File: config.mk
export PLATFORM = sky130hd
export DESIGN_NAME = alu_result_sel_pipe
export DESIGN_NICKNAME = d
export VERILOG_FILES = /design/src/rtl/alu_sel_pkg.sv /design/src/rtl/alu_op_decode.sv /design/src/rtl/alu_result_sel_pipe.sv
export SDC_FILE = /design/constraint.sdc
export NUM_CORES = 1
export LEC_CHECK = 0
export BUFFER_PORTS_ARGS = -buffer_cell sky130_fd_sc_hd__buf_2
export CAP_MARGIN = 15
export CORE_MARGIN = 1.5
export CORE_UTILIZATION = 45
export CTS_CLUSTER_DIAMETER = 100
export CTS_CLUSTER_SIZE = 16
export DETAILED_ROUTE_END_ITERATION = 8
export PLACE_DENSITY = 0.9
export SLEW_MARGIN = 10
export SYNTH_ARGS = -nofsm -noshare
export SYNTH_HDL_FRONTEND = slang
export SYNTH_SLANG_ARGS = --single-unit
File: constraint.sdc
create_clock -name clk -period 2.1 [get_ports clk]
set_clock_uncertainty 0.15 [all_clocks]
set_input_delay 0.42 -clock clk [delete_from_list [all_inputs] [get_ports clk]]
set_output_delay 0.42 -clock clk [all_outputs]
set_load 0.01 [all_outputs]
File: src/rtl/alu_sel_pkg.sv
// Shared opcode constants and map helpers for the ALU result selector.
// The default map packs one {legal, idx} entry per opcode, entry k at k*(IDX_W+1).
package alu_sel_pkg;

    localparam int ALU_OP_W = 4;

    localparam logic [ALU_OP_W-1:0] OP_ADD  = 4'd0;
    localparam logic [ALU_OP_W-1:0] OP_SUB  = 4'd1;
    localparam logic [ALU_OP_W-1:0] OP_AND  = 4'd2;
    localparam logic [ALU_OP_W-1:0] OP_OR   = 4'd5;
    localparam logic [ALU_OP_W-1:0] OP_XOR  = 4'd6;
    localparam logic [ALU_OP_W-1:0] OP_SHL  = 4'd7;
    localparam logic [ALU_OP_W-1:0] OP_SHR  = 4'd8;
    localparam logic [ALU_OP_W-1:0] OP_CMP  = 4'd9;
    localparam logic [ALU_OP_W-1:0] OP_PASS = 4'd11;

    localparam int DEF_N_OPS   = 9;
    localparam int DEF_IDX_W   = 4;

    function automatic int map_entry_w(input int idx_w);
        return idx_w + 1;
    endfunction

    localparam int DEF_ENTRY_W = map_entry_w(DEF_IDX_W);
    localparam int DEF_MAP_W   = (2**ALU_OP_W) * DEF_ENTRY_W;

    // Listed in source order: the opcode at position i selects source i.
    localparam logic [DEF_N_OPS*ALU_OP_W-1:0] DEF_SLOTS =
        {OP_PASS, OP_CMP, OP_SHR, OP_SHL, OP_XOR, OP_OR, OP_AND, OP_SUB, OP_ADD};

    function automatic logic [DEF_MAP_W-1:0] default_op_map();
        logic [DEF_MAP_W-1:0] m;
        m = '0;
        for (int i = 0; i < DEF_N_OPS; i++)
            m[int'(DEF_SLOTS[i*ALU_OP_W +: ALU_OP_W])*DEF_ENTRY_W +: DEF_ENTRY_W] =
                {1'b1, DEF_IDX_W'(i)};
        return m;
    endfunction

endpackage

File: src/rtl/alu_op_decode.sv
// Opcode to {legal, source index} lookup. A mapped entry pointing past the
// last source is reported as illegal so the datapath never indexes off the end.
module alu_op_decode
    import alu_sel_pkg::*;
#(
    parameter int N_SRC = 9,
    parameter int OP_W  = 4,
    parameter int IDX_W = 4,
    parameter logic [(2**OP_W)*(IDX_W+1)-1:0] OP_MAP = default_op_map()
) (
    input  logic [OP_W-1:0]  op_i,
    output logic             legal_o,
    output logic [IDX_W-1:0] idx_o
);

    localparam int EW = map_entry_w(IDX_W);

    logic [EW-1:0] entry;
    logic          in_range;

    always_comb begin
        entry    = OP_MAP[int'(op_i)*EW +: EW];
        in_range = int'({1'b0, entry[IDX_W-1:0]}) < N_SRC;
        legal_o  = entry[IDX_W] && in_range;
        idx_o    = legal_o ? entry[IDX_W-1:0] : '0;
    end

endmodule

File: src/rtl/alu_result_sel_pipe.sv
// Registered ALU result selector: opcode-mapped source select behind one
// valid/ready stage, with a saturating illegal-opcode counter for debug.
module alu_result_sel_pipe
    import alu_sel_pkg::*;
#(
    parameter int WIDTH = 8,
    parameter int N_SRC = 9,
    parameter int OP_W  = 4,
    parameter int IDX_W = 4,
    parameter logic [(2**OP_W)*(IDX_W+1)-1:0] OP_MAP = default_op_map(),
    parameter int CNT_W = 8
) (
    input  logic                   clk,
    input  logic                   rst_n,
    input  logic                   in_valid,
    output logic                   in_ready,
    input  logic [OP_W-1:0]        in_op,
    input  logic [N_SRC*WIDTH-1:0] in_src,
    output logic                   out_valid,
    input  logic                   out_ready,
    output logic [WIDTH-1:0]       out_data,
    output logic [OP_W-1:0]        out_op,
    output logic                   out_illegal,
    output logic [CNT_W-1:0]       illegal_cnt,
    input  logic                   cnt_clr
);

    logic             legal;
    logic [IDX_W-1:0] idx;
    logic [WIDTH-1:0] sel_data;
    logic             accept;

    logic             valid_q, valid_d;
    logic [WIDTH-1:0] data_q, data_d;
    logic [OP_W-1:0]  op_q, op_d;
    logic             ill_q, ill_d;
    logic [CNT_W-1:0] cnt_q, cnt_d;

    alu_op_decode #(
        .N_SRC (N_SRC),
        .OP_W  (OP_W),
        .IDX_W (IDX_W),
        .OP_MAP(OP_MAP)
    ) u_dec (
        .op_i   (in_op),
        .legal_o(legal),
        .idx_o  (idx)
    );

    // Compare-and-or mux keeps every slice in range; illegal ops yield zero.
    always_comb begin
        sel_data = '0;
        for (int i = 0; i < N_SRC; i++)
            if (legal && idx == IDX_W'(i))
                sel_data = in_src[i*WIDTH +: WIDTH];
    end

    assign in_ready = !valid_q || out_ready;
    assign accept   = in_valid && in_ready;

    always_comb begin
        valid_d = valid_q;
        data_d  = data_q;
        op_d    = op_q;
        ill_d   = ill_q;
        if (accept) begin
            valid_d = 1'b1;
            data_d  = sel_data;
            op_d    = in_op;
            ill_d   = !legal;
        end else if (out_ready) begin
            valid_d = 1'b0;
        end

        // Clear takes effect first so a same-cycle illegal accept counts as 1.
        cnt_d = cnt_clr ? '0 : cnt_q;
        if (accept && !legal && cnt_d != '1)
            cnt_d = cnt_d + CNT_W'(1);
    end

    always_ff @(posedge clk or negedge rst_n) begin
        if (!rst_n) begin
            valid_q <= 1'b0;
            data_q  <= '0;
            op_q    <= '0;
            ill_q   <= 1'b0;
            cnt_q   <= '0;
        end else begin
            valid_q <= valid_d;
            data_q  <= data_d;
            op_q    <= op_d;
            ill_q   <= ill_d;
            cnt_q   <= cnt_d;
        end
    end

    assign out_valid   = valid_q;
    assign out_data    = data_q;
    assign out_op      = op_q;
    assign out_illegal = ill_q;
    assign illegal_cnt = cnt_q;

endmodule

==> impl_metrics.yaml <==
routing:
  viasPerCell: 5.55
  drt_iter0_markers: 68
  wirelength_mm: 5.62
  routedWlPerCell_um: 15.4
  vias: 2024
  drc: 0
  firstDrtPassIters: 4
  drtAntennaViolNets: 0
floorplanning:
  die_x_um: 66.8
  core_sq_mm: 0.00394
  io_pins: 104
  dieArea_sq_mm: 0.00446
  die_y_um: 66.8
  rows: 23
  initial_core_util_pct: 46.5
synth:
  synth_cells: 208
  synthTopCellsByArea: "dfrtp_1 (30%), mux2i_1 (8.2%), mux2_2 (6.8%), o22ai_1 (3.4%), nand2_1 (3.3%)"
  yosysSeqAreaShare_pct: 30.1
  synth_flop_cell: "dfrtp_1"
  synth_edf_count: 0
  syn_nets: 290
  yosysTopAreaCellShare_pct: 30.1
  synth_area_leader_cell: "dfrtp_1"
  yosysWarnings: 0
  ys_seq_elements: 22
  synth-simple-area-share_pct: 25.9
  avgSynthCellArea_sq_um: 8.81
  ys_types: 49
  synth_fa_ha_area_share_pct: 0.683
  synth_top_family_by_area: "simple AND/OR/NAND/NOR gates"
  synth-compound-area-share_pct: 19.7
  async_reset_ff_share_pct: 100
  synth_xor_area_share_pct: 0.956
  synth_area_sq_mm: 0.00183
  muxShareOfSynthArea_pct: 16.8
sta:
  finalCritPeriodShare_pct: 89.8
  fmax_mhz: 530
  min_period_ps: 1890
  setup_viol: 0
  hold_slack_ps: 250
  rsz0062_at_grt: "false"
  final_hold_viol_count: 0
  fin_tns_setup_ps: 0
  fin_ws_ps: 213
  drv_slew: 0
  tightest_slew_ps: 508
  slew_headroom_pct: 66.1
critical_path:
  path_common_cell: "nor3_2"
  cp_max_fo: 6
  endpoint_kind: "register"
  startpoint_type: "register"
  path_cells: "nor2b_1 -> ha_1 -> nand2_1 -> nor3_2 -> nor3_2 -> mux2_1"
  crit_type: "reg2reg"
  path_buf_inv: 0
  critPathArrivalTime_ps: 1890
  cpLargestDelayFamily: "simple AND/OR/NAND/NOR gates"
  cp.required_ps: 2100
  crit_slowest_cell: "dfrtp_1"
  max_stage_delay_ps: 380
cts:
  cts.sinks: 22
  clockBufferDepth: 2
  cts-root-buf: "clkbuf_8"
  cts_tree: "done"
  htree_levels: 1
  cts_setup_buffers: 0
  cts_buffers: 3
  cts_resized: 0
  clock_latency_ps: 270
  clk_pin_slew_ps: 90
  hold_buffers: 1
placed_design:
  gp_congestion: 0.879
  hpwl_mm: 4.49
  port_buffers: 103
  post-place-ws_ps: 74.8
  postPlaceCellArea_sq_mm: 0.00243
power_and_ir_drop:
  irDropWorstVdd_mv: 0.393
  powerDensity_mw_per_mm2: 507
  power.leakage_nw: 1.28
  total_power_mw: 1.27
finish:
  nFillCells: 339
  drive_above_1_share_pct: 44.1
  diodes: 0
  fin_area_sq_mm: 0.00251
  fin_nets: 398
  area_growth_syn_to_layout_pct: 36.9
global_route:
  antenna_found_initial: 0
  grt_max_degree: 23
  grt_use_total_pct: 26.0
  grt_pass1_vias: 1940
  grt_pass1_wl_mm: 8.76
  grt_overflow: 0
status:
  outcome: "finished, final reports clean"
job:
  drv_cap: 0
min_path:
  hold_class: "in2reg"
cell usage after synthesis, types with 2 or more instances:
cell / instances
dfrtp_1: 22
buf_2: 8
buf_4: 2
a22oi_1: 2
a211o_1: 3
inv_1: 8
mux2_2: 11
a21oi_1: 8
nand3b_1: 8
o22ai_1: 10
a31oi_1: 3
nor3_1: 7
o221ai_1: 6
o21ai_0: 9
nand4bb_1: 2
mux2i_1: 15
o211a_1: 2
nor2_1: 16
nand2_1: 16
nand3_1: 4
nand2b_1: 3
nand4_1: 3
nor2b_1: 9
clkbuf_1: 2
mux2_1: 3
nor4_2: 2
nor3_2: 2
cell usage in the layout, fill, tap and decap left out, types with 4 or more instances in the layout:
cell type    n
buf_2      103
dfrtp_1     22
nand2_1     16
nor2_1      16
mux2i_1     15
buf_4       12
mux2_2      11
o22ai_1     10
nor2b_1      9
o21ai_0      9
nand3b_1     8
inv_1        8
a21oi_1      8
nor3_1       7
o221ai_1     6
nand3_1      4
per-layer routing:
metal	track usage, %	share of wire [%]	vias up
li1	-	-	989
met1	28.5	38	942
met2	50.7	52	85
met3	3.89	8.4	8
met4	7.91	1.4	0
met5	0	0	-
power by group:
group | internal (mW) | switching, mW
registers | 0.465 | 0.0245
logic | 0.188 | 0.195
clock network | 0.255 | 0.143
total | 0.908 | 0.363
logic make-up after synthesis:
logic type	after synthesis
simple gates	81
compound gates	51
mux	29
buf+inv	22
flops	22
xor+xnor	2
fa+ha+maj	1
path summary, 6_finish.rpt:
path / slack [ps] / endpoint / depth (start not counted) / start
max in group asynchronous: 950 / out_op[2] / 2 / rst_n
min reg2reg: 340 / out_data[5] / 2 / out_data[5]
max reg2reg: 210 / illegal_cnt[1] / 6 / illegal_cnt[0]
min: 250 / out_valid / 2 / in_valid
max: 210 / illegal_cnt[1] / 6 / illegal_cnt[0]
min in group asynchronous: 510 / out_data[2] / 2 / rst_n
stage by stage:
| step | cells | utilization, % |
|---|---|---|
| finish | 365 | 63.6 |
| global route | 365 | 63.6 |
| floorplan | 208 | - |
| detailed placement | 360 | 61.5 |
| CTS | 365 | 63.6 |
| global placement | 360 | 61.5 |
sequential cells by signal (all words and copies together), names as in the netlist:
name         flops
out_data         8
out_illegal      1
out_op           4
illegal_cnt      8
out_valid        1
layout make-up:
class | count | area (sq um) | share of cell area (%)
clock inverter | 1 | 30.0 | 1.20
timing repair buffer | 116 | 616 | 24.6
sequential | 22 | 551 | 22.0
clock buffer | 3 | 41.3 | 1.65
multi-input combinational | 164 | 1170 | 46.8
tap | 50 | 62.6 | 2.50
inverter | 9 | 33.8 | 1.35
worst reg2reg max path: stages, from the launching register on:
cell,delay (ps)
dfrtp_1,380
nor2b_1,210
ha_1,190
nand2_1,60
nor3_2,360
nor3_2,100
mux2_1,320
(Power assumes the default switching activity.)
